$ cat src/rtl/mimo_frame_ctrl.sv
`default_nettype none
// ============================================================================
// mimo_frame_ctrl : per-frame sequencer (loader start, H/Y gating, QR/detector handshakes)
// Rev 1.0
// ============================================================================
module mimo_frame_ctrl #(
  parameter int N     = 32,
  parameter int H_LEN = 16,
  parameter int Y_LEN = 8,
  parameter int G_LEN = 4,
  parameter int TO_W  = 10
) (
  input  logic         clk,
  input  logic         rst,
  input  logic         frame_req,
  output logic         frame_ack,
  input  logic         h_s_valid,
  output logic         h_s_ready,
  input  logic [N-1:0] h_s_r,
  input  logic [N-1:0] h_s_i,
  input  logic         y_s_valid,
  output logic         y_s_ready,
  input  logic [N-1:0] y_s_r,
  input  logic [N-1:0] y_s_i,
  output logic         ld_start,
  output logic         H_in_valid,
  output logic [N-1:0] H_in_r,
  output logic [N-1:0] H_in_i,
  output logic         Y_in_valid,
  output logic [N-1:0] Y_in_r,
  output logic [N-1:0] Y_in_i,
  input  logic         hq_done,
  output logic         g_valid,
  input  logic         det_done,
  output logic         busy,
  output logic         frame_done,
  output logic         timeout_err,
  output logic [15:0]  frame_cnt
);

  localparam int HW = $clog2(H_LEN + 1);
  localparam int YW = $clog2(Y_LEN + 1);
  localparam int GW = (G_LEN > 1) ? $clog2(G_LEN) : 1;

  localparam logic [HW-1:0]   C_H_LAST  = HW'(H_LEN - 1);
  localparam logic [YW-1:0]   C_Y_ALL   = YW'(Y_LEN);
  localparam logic [GW-1:0]   C_G_LAST  = GW'(G_LEN - 1);
  localparam logic [TO_W-1:0] C_TMO_MAX = '1;

  typedef enum logic [2:0] {
    S_IDLE     = 3'd0,
    S_START    = 3'd1,
    S_LOAD     = 3'd2,
    S_WAIT_HQ  = 3'd3,
    S_FEED_G   = 3'd4,
    S_WAIT_DET = 3'd5,
    S_DONE     = 3'd6
  } state_t;

  state_t            state_q, state_d;
  logic [HW-1:0]     h_cnt_q, h_cnt_d;
  logic [YW-1:0]     y_cnt_q, y_cnt_d;
  logic [GW-1:0]     g_cnt_q, g_cnt_d;
  logic [TO_W-1:0]   tmo_q, tmo_d;
  logic [15:0]       frame_cnt_q, frame_cnt_d;

  logic w_in_load;
  logic w_h_fire;
  logic w_y_fire;

  // The final H sample is held back until every Y sample has been accepted,
  // so the loader always sees the complete Y set before H is closed out.
  assign w_in_load = (state_q == S_LOAD);
  assign y_s_ready = w_in_load && (y_cnt_q < C_Y_ALL);
  assign h_s_ready = w_in_load &&
                     ((h_cnt_q < C_H_LAST) || ((h_cnt_q == C_H_LAST) && (y_cnt_q == C_Y_ALL)));

  assign w_h_fire   = h_s_valid && h_s_ready;
  assign w_y_fire   = y_s_valid && y_s_ready;
  assign H_in_valid = w_h_fire;
  assign Y_in_valid = w_y_fire;
  assign H_in_r     = h_s_r;
  assign H_in_i     = h_s_i;
  assign Y_in_r     = y_s_r;
  assign Y_in_i     = y_s_i;

  assign busy      = (state_q != S_IDLE);
  assign frame_cnt = frame_cnt_q;

  always_comb begin
    state_d     = state_q;
    h_cnt_d     = h_cnt_q;
    y_cnt_d     = y_cnt_q;
    g_cnt_d     = '0;
    tmo_d       = '0;
    frame_cnt_d = frame_cnt_q;
    frame_ack   = 1'b0;
    ld_start    = 1'b0;
    g_valid     = 1'b0;
    frame_done  = 1'b0;
    timeout_err = 1'b0;

    case (state_q)
      S_IDLE: begin
        if (frame_req && !rst) begin
          frame_ack = 1'b1;
          state_d   = S_START;
        end
      end
      S_START: begin
        ld_start = 1'b1;
        h_cnt_d  = '0;
        y_cnt_d  = '0;
        state_d  = S_LOAD;
      end
      S_LOAD: begin
        if (w_h_fire) h_cnt_d = h_cnt_q + 1'b1;
        if (w_y_fire) y_cnt_d = y_cnt_q + 1'b1;
        if (w_h_fire && (h_cnt_q == C_H_LAST)) state_d = S_WAIT_HQ;
      end
      S_WAIT_HQ: begin
        tmo_d = tmo_q + 1'b1;
        // A completion arriving on the terminal count still counts as success.
        if (hq_done) begin
          state_d = S_FEED_G;
        end else if (tmo_q == C_TMO_MAX) begin
          timeout_err = 1'b1;
          state_d     = S_IDLE;
        end
      end
      S_FEED_G: begin
        g_valid = 1'b1;
        g_cnt_d = g_cnt_q + 1'b1;
        if (g_cnt_q == C_G_LAST) state_d = S_WAIT_DET;
      end
      S_WAIT_DET: begin
        tmo_d = tmo_q + 1'b1;
        if (det_done) begin
          state_d = S_DONE;
        end else if (tmo_q == C_TMO_MAX) begin
          timeout_err = 1'b1;
          state_d     = S_IDLE;
        end
      end
      S_DONE: begin
        frame_done  = 1'b1;
        frame_cnt_d = frame_cnt_q + 16'd1;
        state_d     = S_IDLE;
      end
      default: state_d = S_IDLE;
    endcase
  end

  always_ff @(posedge clk) begin
    if (rst) begin
      state_q     <= S_IDLE;
      h_cnt_q     <= '0;
      y_cnt_q     <= '0;
      g_cnt_q     <= '0;
      tmo_q       <= '0;
      frame_cnt_q <= '0;
    end else begin
      state_q     <= state_d;
      h_cnt_q     <= h_cnt_d;
      y_cnt_q     <= y_cnt_d;
      g_cnt_q     <= g_cnt_d;
      tmo_q       <= tmo_d;
      frame_cnt_q <= frame_cnt_d;
    end
  end

endmodule
`default_nettype wire

$ cat config.mk
export PLATFORM = sky130hd
export DESIGN_NAME = mimo_frame_ctrl
export DESIGN_NICKNAME = d
export VERILOG_FILES = /design/src/rtl/mimo_frame_ctrl.sv
export SDC_FILE = /design/constraint.sdc
export NUM_CORES = 1
export LEC_CHECK = 0
export ABC_AREA = 1
export CAP_MARGIN = 20
export CORE_MARGIN = 5
export CORE_UTILIZATION = 28
export DETAILED_ROUTE_END_ITERATION = 10
export PLACE_DENSITY = 0.78
export SLEW_MARGIN = 20
export SYNTH_ARGS = -nofsm -noshare
export SYNTH_HDL_FRONTEND = slang
export SYNTH_SLANG_ARGS = --single-unit
$ cat constraint.sdc
create_clock -name clk -period 1.6 [get_ports clk]
set_input_delay 0.4 -clock clk [delete_from_list [all_inputs] [get_ports clk]]
set_output_delay 0.4 -clock clk [all_outputs]
set_load 0.01 [all_outputs]
==> flow_summary.yaml <==
run_status:
  status: "finished, violations left"
  violations: "negative setup slack"
clock_network:
  cts_num_sinks: 40
  cts-root-buf: "clkbuf_8"
  holdBufCountCts: 0
  tritoncts: "done"
  clkTransAtPathRegs_ps: 80
  numCtsBuffers: 5
  cts.path.max_buffers: 2
  htree_levels: 2
  insertion_delay_ps: 290
worst_hold_path:
  hold_class: "reg2reg"
  hold_depth: 1
sta:
  timing.final.ws_setup_ps: -399
  finalCriticalPeriod_ps: 2000
  fin_skew_ps: 10.5
  setup_viol: 18
  tightest_slew_ps: 458
  fin_crit_sh: 1.25
  rsz0062_at_grt: "true"
  slew-limit-headroom: 0.694
  slew_viol_final: 0
  max_freq_mhz: 500
  setup-tns-final_ps: -2400
  hold_viol: 0
layout:
  final_cell_area_um2: 3510
  multiInputGateArea_um2: 1320
  regArea_um2: 816
  fin_util: 0.325
  nets: 556
  area_growth_pct: 14.4
  layout-drive-gt1-share: 0.390
  num-fill-cells: 1077
  fin_cells: 555
  diodes: 0
synthesis:
  synth_async_sr_flop_share: 0
  synth_seq_cells: 40
  synth_area_um2: 3070
  synth_cell_type_count: 32
  synth-edff-count: 0
  synth_cells: 431
  synth_area_per_cell_um2: 7.12
  yosys_warnings: 0
  ys.flop_type: "dfxtp_1"
  synth_fp_nets: 573
  synth_seq_area_share: 0.261
critical_path:
  reg2reg_from: "h_cnt_q[0]"
  startpoint_type: "flip-flop"
  ff2ff_setup_slack_ps: -200
  rr_worst_depth: 15
  critPathCaptureType: "output port"
  critPathLaunch: "h_cnt_q[0]"
  worstSetupEndpoint: "H_in_valid"
  r2r_end: "state_q[0]"
  worstPathRequired_ps: 1200
  crit_fanout: 3
  cp.arrival_ps: 1600
  critPathKind: "reg2out"
floorplanning:
  design.core.area_um2: 10800
  fp.dieArea_um2: 13200
  die_w_um: 115
  rows: 38
  ios: 289
  die_h_um: 115
  start_util: 0.284
global_route:
  grt_pass1_vias: 2406
  antenna_found_initial: 0
  gr-usage-all-layers: 0.114
  grt_pass1_wl_um: 11900
  grt_overflow_total: 0
  grt_max_degree: 14
route:
  route.detailed.drc: 0
  drt-wirelength-per-cell_um: 14.6
  vias: 2474
  firstDrtPassIters: 4
  ant_nets: 0
  dr.first_iter.drc_count: 151
  vias_per_cell: 4.46
  postRouteWirelength_um: 8110
pwr:
  power_leakage_nw: 1.55
  power_density_nw_per_um2: 784
  power_mw: 2.75
  max-vdd-ir-drop_mv: 0.419
placement:
  place.gp.congestion: 0.779
  postPlaceCellArea_um2: 3010
  hpwlAfterDp_um: 5830
  post-place-cells: 529
  place.port_buffers: 32
run:
  maxCapViolCount: 0
## cells in the mapped netlist, drive strengths merged (2+ instances only)
library cell / count / area, µm²
a21oi: 21 / 105
buf: 130 / 977
clkbuf: 2 / 11.3
dfxtp: 40 / 801
ha: 7 / 87.6
inv: 43 / 161
nand2: 65 / 267
nand3: 21 / 118
nand3b: 5 / 37.5
nand4: 10 / 62.6
nor2: 46 / 193
nor3: 10 / 50.1
nor3b: 4 / 30.0
o21ai: 15 / 78.8
or2: 3 / 18.8
xnor2: 2 / 17.5
xor2: 2 / 17.5
## report_power, final
group	total (mW)	switching, mW	internal (mW)
combinational	0.993	0.478	0.515
clock	0.673	0.368	0.304
sequential	1.09	0.0366	1.05
## routing by layer
layer	part of all wire	global-route usage
met4	0.078	0.0978
met1	0.33	0.108
met2	0.48	0.185
met5	0	0
met3	0.12	0.0529
## cell usage in the layout, fill, tap and decap left out, drive strengths merged, types with 5 or more instances in the layout
master / instances
buf: 86
nand2: 65
nor2: 46
inv: 43
dfxtp: 40
a21oi: 21
nand3: 21
o21ai: 15
dlygate4sd2: 14
nand4: 10
nor3: 10
ha: 7
clkdlybuf4s50: 6
nand3b: 5
clkbuf: 5
## sequential cells by signal (all words and copies together) (netlist names)
signal,count
tmo_q,10
h_cnt_q,5
y_cnt_q,4
g_cnt_q,2
state_q,3
frame_cnt,16
## cell families (layout without fill, tap and decap cells)
group           after synthesis  after routing  synth area share
xor+xnor                      4              4            0.0114
compound gates               40             40            0.0701
buf+inv                     175            159             0.374
simple gates                165            165             0.255
fa+ha+maj                     7              7            0.0285
flops                        40             40             0.261
## worst min-delay path by stage
stage	start	to	slack, ps
floorplan	g_cnt_q[0]	g_cnt_q[0]	410
CTS	g_cnt_q[0]	g_cnt_q[0]	460
global route	g_cnt_q[0]	g_cnt_q[0]	490
detailed placement	g_cnt_q[0]	g_cnt_q[0]	440
finish	g_cnt_q[0]	g_cnt_q[0]	450
global placement	g_cnt_q[0]	g_cnt_q[0]	420
## timing repair
| item | in CTS | in global routing |
|---|---|---|
| endpoints found under the setup margin | 31 | 26 |
| pin swaps | 17 | 20 |
| gates resized for setup | 99 | 60 |
| setup buffers | 11 | 13 |
## metrics by stage
stage               setup slack [ps]  hold WS (ps)
CTS                             -500           456
global placement                -523           419
detailed placement              -555           445
finish                          -399           451
global route                    -511           485
floorplan                      -85.3           408
## final cells by class
cell class / count / share of cell area
Inverter: 43 / 0.0509
Sequential cell: 40 / 0.232
Tap cell: 140 / 0.0499
Clock buffer: 5 / 0.0196
Multi-Input combinational cell: 216 / 0.375
Timing Repair Buffer: 108 / 0.267
Clock inverter: 3 / 0.00534
## critical path: stages, from the launching register on
cell and delay [ps]:
dfxtp_2 360, ha_4 140, nand2_2 50, nor2_2 90, ha_2 190, nand3_2 60
nor2_2 70, nand2_1 60, nand2_2 100, nand2_4 50, inv_2 50, buf_6 90
Note: power is estimated with default switching activity, not from simulation.
==> RTL change (same settings) <==
Change the parameter `H_LEN` from 16 to 8.
--- a/src/rtl/mimo_frame_ctrl.sv
+++ b/src/rtl/mimo_frame_ctrl.sv
@@ -5,7 +5,7 @@
 // ============================================================================
 module mimo_frame_ctrl #(
   parameter int N     = 32,
-  parameter int H_LEN = 16,
+  parameter int H_LEN = 8,
   parameter int Y_LEN = 8,
   parameter int G_LEN = 4,
   parameter int TO_W  = 10
Formal check against the unedited RTL: not equivalent (a bounded check fails within 10 cycles, from zero or initial values and one cycle with rst high).
==> RTL change against the unedited design <==
  * The flow still finishes with violations (negative setup slack)
  * Sequential cell count down 1
  * Area after synthesis down 2.5%
  * Total power up 2.8%
  * Critical path type unchanged
  * First-iteration DRC count up 13%
  * Setup slack better by 0.17 ns
  * Critical endpoint is now timeout_err
  * Largest power group unchanged
  * Critical path depth down 5
  * Design area down 7.6%
  * Wire length down 6.1%
==> RTL change: results (changes against the unedited design) <==
<table>
<tr><th>Metric</th><th>Value</th></tr>
<tr><th colspan="2">Run status</th></tr>
<tr><td>Violations in the final reports</td><td>negative setup slack</td></tr>
<tr><td>Outcome</td><td>complete, but fails checks</td></tr>
<tr><th colspan="2">Clocking</th></tr>
<tr><td>Count of cells resized by post-cts repair</td><td>96 (-3.0%)</td></tr>
<tr><td>Sink count of the clock tree</td><td>39 (-2.5%)</td></tr>
<tr><th colspan="2">Routing</th></tr>
<tr><td>Highest routing layer actually used</td><td>met5</td></tr>
<tr><td>Wl on met1</td><td>2612 um (-1.2%)</td></tr>
<tr><td>Initial DRC Count</td><td>170 (+13%)</td></tr>
<tr><td>Wire length per cell</td><td>14.35 um (-1.7%)</td></tr>
<tr><td>Via total after detailed routing</td><td>2445 (-1.2%)</td></tr>
<tr><td>Sum of routed wire length over all layers</td><td>7608 um (-6.1%)</td></tr>
<tr><th colspan="2">Logic synthesis</th></tr>
<tr><td>XOR/XNOR Fraction of Synth Area</td><td>0.008779 (-0.002631)</td></tr>
<tr><td>Compound-cell area share of the yosys netlist</td><td>0.06355 (-0.006544)</td></tr>
<tr><td>Most used standard cells in the synthesized netlist</td><td>sky130_fd_sc_hd__buf_4, sky130_fd_sc_hd__nand2_1, sky130_fd_sc_hd__nor2_1</td></tr>
<tr><td>Synth top area cells</td><td>sky130_fd_sc_hd__buf_4, sky130_fd_sc_hd__dfxtp_1, sky130_fd_sc_hd__nand2_1</td></tr>
<tr><th colspan="2">Finish</th></tr>
<tr><td>Count of clock-net buffers in the final layout</td><td>8 (+3)</td></tr>
<tr><td>Bufs w/o clock</td><td>99 (-8.3%)</td></tr>
<tr><td>Non-CTS inverters</td><td>39 (-9.3%)</td></tr>
<tr><td>Clock-cell share of area</td><td>0.03084 (+0.005903)</td></tr>
<tr><th colspan="2">Placed design</th></tr>
<tr><td>HPWL Detailed</td><td>5732 um (-1.7%)</td></tr>
<tr><th colspan="2">Setup path</th></tr>
<tr><td>Worst reg2reg path depth</td><td>10 (-5)</td></tr>
<tr><td>Data arrival time of the critical path</td><td>1.43 ns (-0.17 ns)</td></tr>
<tr><td>Setup slack of the most critical reg-to-reg path</td><td>0.12 ns (+0.32 ns)</td></tr>
<tr><th colspan="2">STA</th></tr>
<tr><td>Number of setup violations in the final report</td><td>5 (-13)</td></tr>
<tr><td>Post-route setup slack</td><td>-0.2312 ns (+0.1674 ns)</td></tr>
<tr><td>Slew headroom</td><td>0.6860 (-0.008353)</td></tr>
<tr><th colspan="2">GRT</th></tr>
<tr><td>Vias in the first global route</td><td>2471 (+2.7%)</td></tr>
<tr><td>Met3 Resource Use GR</td><td>0.07692 (+0.02407)</td></tr>
</table>
-- RTL change: cell count changes after synthesis, moves of 2 or more --
| cell | before | now |
|---|---|---|
| sky130_fd_sc_hd__nor3_2 | 0 | 4 |
| sky130_fd_sc_hd__nand2_1 | 60 | 66 |
| sky130_fd_sc_hd__nand2_4 | 2 | 0 |
| sky130_fd_sc_hd__nand3_1 | 20 | 14 |
| sky130_fd_sc_hd__nand4_1 | 10 | 7 |
| sky130_fd_sc_hd__inv_2 | 2 | 0 |
| sky130_fd_sc_hd__o21ai_0 | 14 | 9 |
| sky130_fd_sc_hd__or2_2 | 3 | 1 |
| sky130_fd_sc_hd__nand3b_1 | 5 | 2 |
| sky130_fd_sc_hd__nor2_2 | 2 | 4 |
| sky130_fd_sc_hd__nand3_2 | 0 | 3 |
| sky130_fd_sc_hd__inv_1 | 41 | 39 |
| sky130_fd_sc_hd__clkbuf_1 | 1 | 3 |
| sky130_fd_sc_hd__nor2_1 | 42 | 40 |
